## src/rtl/gray_pkg.sv

```systemverilog
// ---------------------------------------------------------------------------
// gray_pkg
// Shared definitions for the Gray-code LED path: the monitor state encoding
// and the default widths used by the decoder and the monitor.
// ---------------------------------------------------------------------------
package gray_pkg;

    localparam int GRAY_N      = 4;  // Gray input / binary output width
    localparam int GRAY_WRAP_W = 8;  // net wrap counter width
    localparam int GRAY_ERR_W  = 8;  // saturating fault counter width

    typedef enum logic [1:0] {
        ST_INIT  = 2'd0,  // waiting for the first sample after reset
        ST_TRACK = 2'd1,  // locked, checking every change is a +/-1 step
        ST_FAULT = 2'd2   // illegal step seen, waiting for a stable value
    } state_t;

endpackage

```

## src/rtl/gray_to_bin.sv

```systemverilog
// ---------------------------------------------------------------------------
// gray_to_bin
// Purely combinational Gray-to-binary decode. Each binary bit is the XOR of
// all Gray bits at or above its position, so the MSB passes straight through.
//
// Ports:
//   gray_in  [N-1:0]  Gray-coded value
//   bin_out  [N-1:0]  binary equivalent
// ---------------------------------------------------------------------------
module gray_to_bin
    import gray_pkg::*;
#(
    parameter int N = GRAY_N
) (
    input  logic [N-1:0] gray_in,
    output logic [N-1:0] bin_out
);

    // The reduction form avoids the ripple chain b[i] = b[i+1] ^ g[i] as an
    // explicit dependency; synthesis rebalances it either way.
    for (genvar i = 0; i < N; i++) begin : g_bit
        assign bin_out[i] = ^gray_in[N-1:i];
    end

endmodule

```

## src/rtl/gray_decoder_monitor.sv

```systemverilog
// ---------------------------------------------------------------------------
// gray_decoder_monitor
// Reader side of the Gray-counter LED path. Synchronises an asynchronous
// Gray bus, decodes it on each sample strobe and checks that every accepted
// change is a legal +/-1 step. Reports direction pulses, keeps a net
// wrap-around count and a saturating fault count, and re-locks after a fault
// once two consecutive samples agree.
//
// Ports:
//   clk         system clock, rising edge
//   rst         synchronous active-high reset
//   gray_in     [N-1:0]       Gray-coded value, may be asynchronous to clk
//   sample_en   sample strobe, one sample per cycle while high
//   bin_out     [N-1:0]       decoded binary of the last accepted sample
//   valid       high while locked (TRACK)
//   step_up     one-cycle pulse on a legal +1 step
//   step_down   one-cycle pulse on a legal -1 step
//   err         one-cycle pulse on an illegal transition
//   wrap_count  [WRAP_W-1:0]  net wrap count, modulo 2^WRAP_W
//   err_count   [ERR_W-1:0]   illegal-transition count, saturating
// ---------------------------------------------------------------------------
module gray_decoder_monitor
    import gray_pkg::*;
#(
    parameter int N      = GRAY_N,
    parameter int WRAP_W = GRAY_WRAP_W,
    parameter int ERR_W  = GRAY_ERR_W
) (
    input  logic              clk,
    input  logic              rst,
    input  logic [N-1:0]      gray_in,
    input  logic              sample_en,
    output logic [N-1:0]      bin_out,
    output logic              valid,
    output logic              step_up,
    output logic              step_down,
    output logic              err,
    output logic [WRAP_W-1:0] wrap_count,
    output logic [ERR_W-1:0]  err_count
);

    localparam logic [N-1:0]     BIN_MAX = {N{1'b1}};
    localparam logic [ERR_W-1:0] ERR_MAX = {ERR_W{1'b1}};

    state_t            state_q, state_d;
    logic [N-1:0]      sync1_q, sync1_d;
    logic [N-1:0]      sync2_q, sync2_d;
    logic [N-1:0]      bin_q, bin_d;
    logic [N-1:0]      ref_q, ref_d;
    logic [N-1:0]      cand_q, cand_d;
    logic              valid_q, valid_d;
    logic              up_q, up_d;
    logic              down_q, down_d;
    logic              err_q, err_d;
    logic [WRAP_W-1:0] wrap_q, wrap_d;
    logic [ERR_W-1:0]  errc_q, errc_d;

    logic [N-1:0]      b;
    logic [N-1:0]      ref_plus, ref_minus;

    gray_to_bin #(.N(N)) u_dec (
        .gray_in (sync2_q),
        .bin_out (b)
    );

    assign ref_plus  = ref_q + N'(1);
    assign ref_minus = ref_q - N'(1);

    always_comb begin
        // NOTE: every signal gets a default here so no path leaves one
        // unassigned; that is what keeps this block free of latches.
        sync1_d = gray_in;
        sync2_d = sync1_q;
        state_d = state_q;
        bin_d   = bin_q;
        ref_d   = ref_q;
        cand_d  = cand_q;
        valid_d = valid_q;
        up_d    = 1'b0;
        down_d  = 1'b0;
        err_d   = 1'b0;
        wrap_d  = wrap_q;
        errc_d  = errc_q;

        if (sample_en) begin
            unique case (state_q)
                ST_INIT: begin
                    bin_d   = b;
                    ref_d   = b;
                    valid_d = 1'b1;
                    state_d = ST_TRACK;
                end
                ST_TRACK: begin
                    if (b == ref_q) begin
                        // Unchanged sample: nothing to report.
                    end else if (b == ref_plus) begin
                        // Tested before -1 so that with N = 1, where +1 and
                        // -1 coincide, the change is reported as step_up.
                        up_d  = 1'b1;
                        bin_d = b;
                        ref_d = b;
                        if (ref_q == BIN_MAX) wrap_d = wrap_q + WRAP_W'(1);
                    end else if (b == ref_minus) begin
                        down_d = 1'b1;
                        bin_d  = b;
                        ref_d  = b;
                        if (ref_q == '0) wrap_d = wrap_q - WRAP_W'(1);
                    end else begin
                        // bin_out keeps the last good value through the fault.
                        err_d   = 1'b1;
                        cand_d  = b;
                        valid_d = 1'b0;
                        state_d = ST_FAULT;
                        if (errc_q != ERR_MAX) errc_d = errc_q + ERR_W'(1);
                    end
                end
                ST_FAULT: begin
                    // Re-lock only once the same value is seen twice in a row.
                    if (b == cand_q) begin
                        bin_d   = b;
                        ref_d   = b;
                        valid_d = 1'b1;
                        state_d = ST_TRACK;
                    end else begin
                        cand_d = b;
                    end
                end
                default: begin
                    valid_d = 1'b0;
                    state_d = ST_INIT;
                end
            endcase
        end
    end

    // NOTE: reset is synchronous, so it is tested inside the clocked block
    // rather than in the sensitivity list, and it overrides any sample.
    always_ff @(posedge clk) begin
        if (rst) begin
            state_q <= ST_INIT;
            sync1_q <= '0;
            sync2_q <= '0;
            bin_q   <= '0;
            ref_q   <= '0;
            cand_q  <= '0;
            valid_q <= 1'b0;
            up_q    <= 1'b0;
            down_q  <= 1'b0;
            err_q   <= 1'b0;
            wrap_q  <= '0;
            errc_q  <= '0;
        end else begin
            // NOTE: non-blocking assignments so every flop samples the
            // pre-edge values, independent of statement order.
            state_q <= state_d;
            sync1_q <= sync1_d;
            sync2_q <= sync2_d;
            bin_q   <= bin_d;
            ref_q   <= ref_d;
            cand_q  <= cand_d;
            valid_q <= valid_d;
            up_q    <= up_d;
            down_q  <= down_d;
            err_q   <= err_d;
            wrap_q  <= wrap_d;
            errc_q  <= errc_d;
        end
    end

    assign bin_out    = bin_q;
    assign valid      = valid_q;
    assign step_up    = up_q;
    assign step_down  = down_q;
    assign err        = err_q;
    assign wrap_count = wrap_q;
    assign err_count  = errc_q;

endmodule

```

## config.mk

```make
export PLATFORM = sky130hd
export DESIGN_NAME = gray_decoder_monitor
export DESIGN_NICKNAME = d
export VERILOG_FILES = /design/src/rtl/gray_pkg.sv /design/src/rtl/gray_to_bin.sv /design/src/rtl/gray_decoder_monitor.sv
export SDC_FILE = /design/constraint.sdc
export NUM_CORES = 1
export LEC_CHECK = 0
export BUFFER_PORTS_ARGS = -buffer_cell sky130_fd_sc_hd__clkbuf_2
export CAP_MARGIN = 5
export CELL_PAD_IN_SITES_DETAIL_PLACEMENT = 0
export CELL_PAD_IN_SITES_GLOBAL_PLACEMENT = 1
export CORE_MARGIN = 4
export CORE_UTILIZATION = 40
export DETAILED_ROUTE_END_ITERATION = 12
export PLACE_DENSITY_LB_ADDON = 0.08
export SLEW_MARGIN = 20
export SYNTH_ARGS = -nofsm -noshare
export SYNTH_HDL_FRONTEND = slang
export SYNTH_SLANG_ARGS = --single-unit
```

## constraint.sdc

```tcl
create_clock -name clk -period 6.3 [get_ports clk]
set_input_delay 0.315 -clock clk [delete_from_list [all_inputs] [get_ports clk]]
set_output_delay 0.315 -clock clk [all_outputs]
set_load 0.05 [all_outputs]
```

Yosys cells after proc, flatten, opt, wreduce, memory -nomap -nowiden
Index checks and enable logic that the tools add are counted.
{ "op_classes": {"n_mux": 27, "n_addsub": 5, "reduce_logical": 16, "bitwise": 5, "n_eq_ne": 15} }
{ "op_table": {"columns": ["operator", "count"], "rows": [
  ["two-way mux 4 bit", 8],
  ["two-way mux 8 bit", 4],
  ["AND reduction 6 bit", 3],
  ["adder 8 x 1 -> 8 bit, second input constant", 2],
  ["equality test 4 bit", 4],
  ["case mux 4 bit (3 select lines)", 1],
  ["!= test 2 bit, second input constant", 5],
  ["AND reduction 5 bit", 2],
  ["two-way mux 2 bit", 4],
  ["!= test 8 bit, second input constant", 1],
  ["case mux 4 bit (2 select lines)", 1],
  ["subtractor 8 x 1 -> 8 bit, second input constant", 1],
  ["two-way mux 1 bit", 7],
  ["case mux 2 bit (3 select lines)", 1],
  ["nonzero test 2 bit", 3],
  ["NOT 1 bit", 5],
  ["OR reduction 5 bit", 1],
  ["adder 4 x 1 -> 4 bit, second input constant", 1],
  ["equality test 4 bit, second input constant", 1],
  ["logical NOT 4 bit", 1],
  ["OR reduction 4 bit", 1],
  ["XOR reduction 4 bit", 1],
  ["subtractor 4 x 1 -> 4 bit, second input constant", 1],
  ["!= test 3 bit, second input constant", 1],
  ["8 further kinds", 8]
]} }
{ "word_totals": {"inputBits": 7, "wordCells": 79, "reg_bits": 38, "out_inout_bits": 24} }

Depth between registers and ports, before layout
{ "depth": {"word_depth": 6, "mapped_depth": 13, "depth_no_buf": 12} }

By module
From an unflattened synthesis, not the netlist that was laid out.
{ "hier_totals": {"cells_unflattened": 225, "hier_area_um2": 2087.0} }
{ "modules_own_cells": {"columns": ["module", "area_per_inst_um2", "cells_each", "n_inst"], "rows": [
  ["gray_decoder_monitor", 2037.0, 220, 1],
  ["gray_to_bin", 50.0, 5, 1]
]} }

Worst setup path before layout
No wires, ideal clock.
{ "synth_timing": {"path_kind": "register to register", "startpoint": "register ref_q[0]", "endpoint": "register wrap_q[7], in the netlist wrap_count[7]", "t_arrival_ps": 3649, "period_less_slack_ps": 3720, "path_slack_ps": 2580, "path_buffers": 1, "setup_time_ps": 70, "path_stages_with_launch": 14, "cell_sequence": "dfxtp_1 buf_2 inv_1 ha_1 inv_1 and3_1 o211ai_1 ha_1 a21oi_1 o211ai_1 o41ai_1 xor2_1 or4_1 a21oi_1"} }
{ "synth_via": {"elab_chain_cells": 4} }
{ "synth_lines": {"columns": ["element", "line", "rtl"], "rows": [
  ["start, declared", "gray_decoder_monitor.sv:49", "logic [N-1:0] ref_q, ref_d;"],
  ["start signal, assigned", "gray_decoder_monitor.sv:159", "ref_q <= ref_d;"],
  ["adder 4 x 1 -> 4 bit / subtractor 4 x 1 -> 4 bit (equally long branches)", "gray_decoder_monitor.sv:66, gray_decoder_monitor.sv:67", null],
  ["equality test 4 bit, on equally long branches", "gray_decoder_monitor.sv:96, gray_decoder_monitor.sv:103", null],
  ["!= test 2 x 1 -> 1 bit (no source line) / nonzero test 2 bit (equally long branches)", null, null],
  ["AND reduction 6 bit (no source line)", null, null],
  ["end signal, assigned", "gray_decoder_monitor.sv:165", "wrap_q <= wrap_d;"],
  ["end, declared", "gray_decoder_monitor.sv:55", "logic [WRAP_W-1:0] wrap_q, wrap_d;"]
]} }
Parallel ways exist; a longest one is shown, timed or not.
A chain may end at the register's enable or synchronous reset.

Worst setup path in the final report
{ "layout_timing": {"startpoint": "register sync2_q[3]", "endpoint": "register wrap_q[7], in the netlist wrap_count[7]"} }
{ "layout_via": {"elab_chain_cells": 4} }
{ "layout_lines": {"columns": ["element", "line", "rtl"], "rows": [
  ["start, declared", "gray_decoder_monitor.sv:47", "logic [N-1:0] sync2_q, sync2_d;"],
  ["start signal, assigned", "gray_decoder_monitor.sv:157", "sync2_q <= sync2_d;"],
  ["XOR reduction 4 bit (tied with other cells)", "gray_to_bin.sv:22", "assign bin_out[i] = ^gray_in[N-1:i];"],
  ["equality test 4 bit, on equally long branches", "gray_decoder_monitor.sv:96, gray_decoder_monitor.sv:94, gray_decoder_monitor.sv:103", null],
  ["!= test 2 x 1 -> 1 bit (no source line) (tied with other cells)", null, null],
  ["AND reduction 6 bit (no source line)", null, null]
]} }
Parallel ways exist; a longest one is shown, timed or not.

==> results_dict.tcl <==
set metrics [dict create \
    cts_buffers 5 \
    finalSetupViolations 0 \
    viasPerCell 5.31 \
    syn_inst 263 \
    final_common_cell "dfxtp_1" \
    dpl.hpwl_um 3630 \
    async_flop_share_pct 0 \
    cts_max_level 2 \
    maxUsedRoutingLayer "met4" \
    row_count 27 \
    pre_cts_ws_ps 2290 \
    ys.flop_type "dfxtp_1" \
    dieWidth_um 84.6 \
    diodes 0 \
    netlist_area_sq_um 2350 \
    fin_crit_sh_pct 62.9 \
    grt_usage_pct 14.8 \
    final_cell_area_sq_um 2680 \
    critPathMaxFanout 12 \
    max_slew_margin_pct 38.6 \
    cts_resized 0 \
    cp-start-kind "flip-flop" \
    clk_pin_slew_ps 80 \
    drc 0 \
    cts_tree "yes" \
    placed_cells 354 \
    worstSetupEndpointType "flip-flop" \
    postCtsHoldBufs 0 \
    final_hold_viol_count 0 \
    clock_latency_ps 300 \
    initial_utilization_pct 41.9 \
    synthToLayoutAreaGrowth_pct 14.3 \
    synth_edf_count 0 \
    layout.nets 307 \
    wl_um 5120 \
    dieArea_sq_um 7160 \
    final.setup.tns_ps 0 \
    fin_util_pct 47.9 \
    pin_count 31 \
    syn_nets 281 \
    dr.first_iter.drc_count 34 \
    finalNonFillerCells 362 \
    grt_start_max_net_pins 43 \
    worst_pin_slew_ps 917 \
    overflow 0 \
    post_synth.cell_area_avg_sq_um 8.93 \
    ys_ff_latch 38 \
    power.density_nw_per_um2 265 \
    critPathKind "reg2reg" \
    placed_area_sq_um 2550 \
    via_count 1924 \
    p_leak_nw 1.13 \
    outcome "finished, final reports clean" \
    cts-root-buf "clkbuf_8" \
    yosys_warnings 0 \
    clockBufferDepth 2 \
    cp_data_required_time_ps 6520 \
    slowest_stage "o211ai_1" \
    clock-sinks 38 \
    max_stage_delay_ps 730 \
    cp_cell_sequence "xnor3_1 -> and3_1 -> o211ai_1 -> ha_1 -> a21oi_1 -> o211ai_1 -> o41ai_1 -> xor2_1 -> or4_1 -> a21oi_1" \
    crit_arrival_ps 4190 \
    postRouteAntennaNets 0 \
    wl_met3_um 157 \
    drive_above_1_share_pct 17.6 \
    wl_met1_um 2580 \
    wl_per_cell_um 14.1 \
    maxSlewViolCount 0 \
    ir_drop_uv 101 \
    drv_cap 0 \
    firstDrtPassIters 4 \
    synth_cell_types 57 \
    numPortBuffers 30 \
    final_cell_mix "38 x dfxtp_1, 30 x clkbuf_2, 19 x a21oi_1" \
    coreArea_sq_um 5610 \
    wl_met2_um 2290 \
    die_h_um 84.6 \
    hp-class "in2reg" \
    grt_pass1_vias 1801 \
    finClkSkew_ps 7.14 \
    cts_setup_buffers 0 \
    antenna_found_initial 0 \
    setup_ws_ps 2330 \
    fin_crit_ps 3970 \
    rsz0062_at_grt "no" \
    place.gp.congestion 0.809 \
    ys_seq_area_share_pct 32.4 \
    clock.fmax_mhz 252 \
    grt_first_pass_wirelength_um 8620 \
]
## worst max-delay path, delay by kind of cell (launching register included)
family | cells | cell delay (ps)
compound gates | 5 | 1530
xor+xnor | 2 | 750
fa+ha+maj | 1 | 370
flops | 1 | 570
simple gates | 2 | 670
## layout make-up
type | instances | area (sq um)
fillers | 577 | 2920
multi-input cells | 202 | 1490
flip-flops and latches | 38 | 761
repair buffers | 32 | 165
well taps | 72 | 90.1
clock buffers | 5 | 68.8
clock inverters | 3 | 68.8
inverters | 10 | 37.5
## per-stage QoR
step	hold WS (ps)	power, W
after floorplan	414	0.000423
after global placement	423	0.000464
after detailed placement	428	0.000464
after CTS	215	0.000719
after global routing	236	0.000750
final	224	0.000711
## power by group
part | internal [W] | switching [W] | leakage (nW) | total (W)
clock | 0.000159 | 0.0000953 | 0.0683 | 0.000254
sequential | 0.000250 | 0.0000140 | 0.309 | 0.000264
combinational | 0.0000735 | 0.000119 | 0.754 | 0.000193
total | 0.000483 | 0.000228 | 1.13 | 0.000711
## registers in the layout (all words and copies together), names as in the netlist
| register | flops |
|---|---|
| wrap_count | 8 |
| valid | 1 |
| sync1_q | 4 |
| step_down | 1 |
| sync2_q | 4 |
| err | 1 |
| ref_q | 4 |
| cand_q | 4 |
| step_up | 1 |
| err_count | 8 |
| state_q | 2 |
## synthesized netlist by cell type (2+ instances only)
cell type,count,area [sq um]
dfxtp_1,38,761
a21oi_1,19,95.1
nand2_1,17,63.8
mux2i_1,13,130
nor2b_1,13,81.3
nand2b_1,11,68.8
nand3_1,11,55.1
ha_1,10,125
inv_1,10,37.5
nor2_1,10,37.5
xnor2_1,10,87.6
xor2_1,9,78.8
clkbuf_1,8,30.0
o21ai_0,8,40.0
or4_1,7,52.6
nor3_1,6,30.0
o31ai_1,5,37.5
and3_1,4,25.0
buf_2,4,20.0
nor4_1,3,18.8
o211ai_1,3,22.5
or2_2,3,18.8
a21o_1,2,15.0
mux2_1,2,22.5
o2111a_1,2,22.5
o21bai_1,2,15.0
o41ai_1,2,17.5
or3_1,2,12.5
## final timing paths
path | from | to | slack [ps] | cells past startpoint
max | sync2_q[3]$_SDFF_PP0_ | wrap_count[7]$_SDFFE_PP0P_ | 2330 | 10
min | gray_in[2] | sync1_q[2]$_SDFF_PP0_ | 220 | 2
max reg2reg | sync2_q[3]$_SDFF_PP0_ | wrap_count[7]$_SDFFE_PP0P_ | 2330 | 10
min reg2reg | sync1_q[0]$_SDFF_PP0_ | sync2_q[0]$_SDFF_PP0_ | 450 | 1
## cells by family (layout without fill, tap and decap cells)
group           count (synthesis)  after routing  synth area share (%)
simple gates                   95             95                  22.7
mux                            15             15                  6.50
compound gates                 59             59                  18.4
buf+inv                        23             50                  4.05
fa+ha+maj                      11             11                  6.18
xor+xnor                       22             22                  9.75
flops                          38             38                  32.4
## routing by layer
layer | global-route usage [%] | vias up
met5 | 0 | -
met4 | 6.04 | 0
met3 | 2.75 | 8
met2 | 24.0 | 29
met1 | 19.4 | 882
li1 | - | 1005
Power figures use the tool's default switching activity.
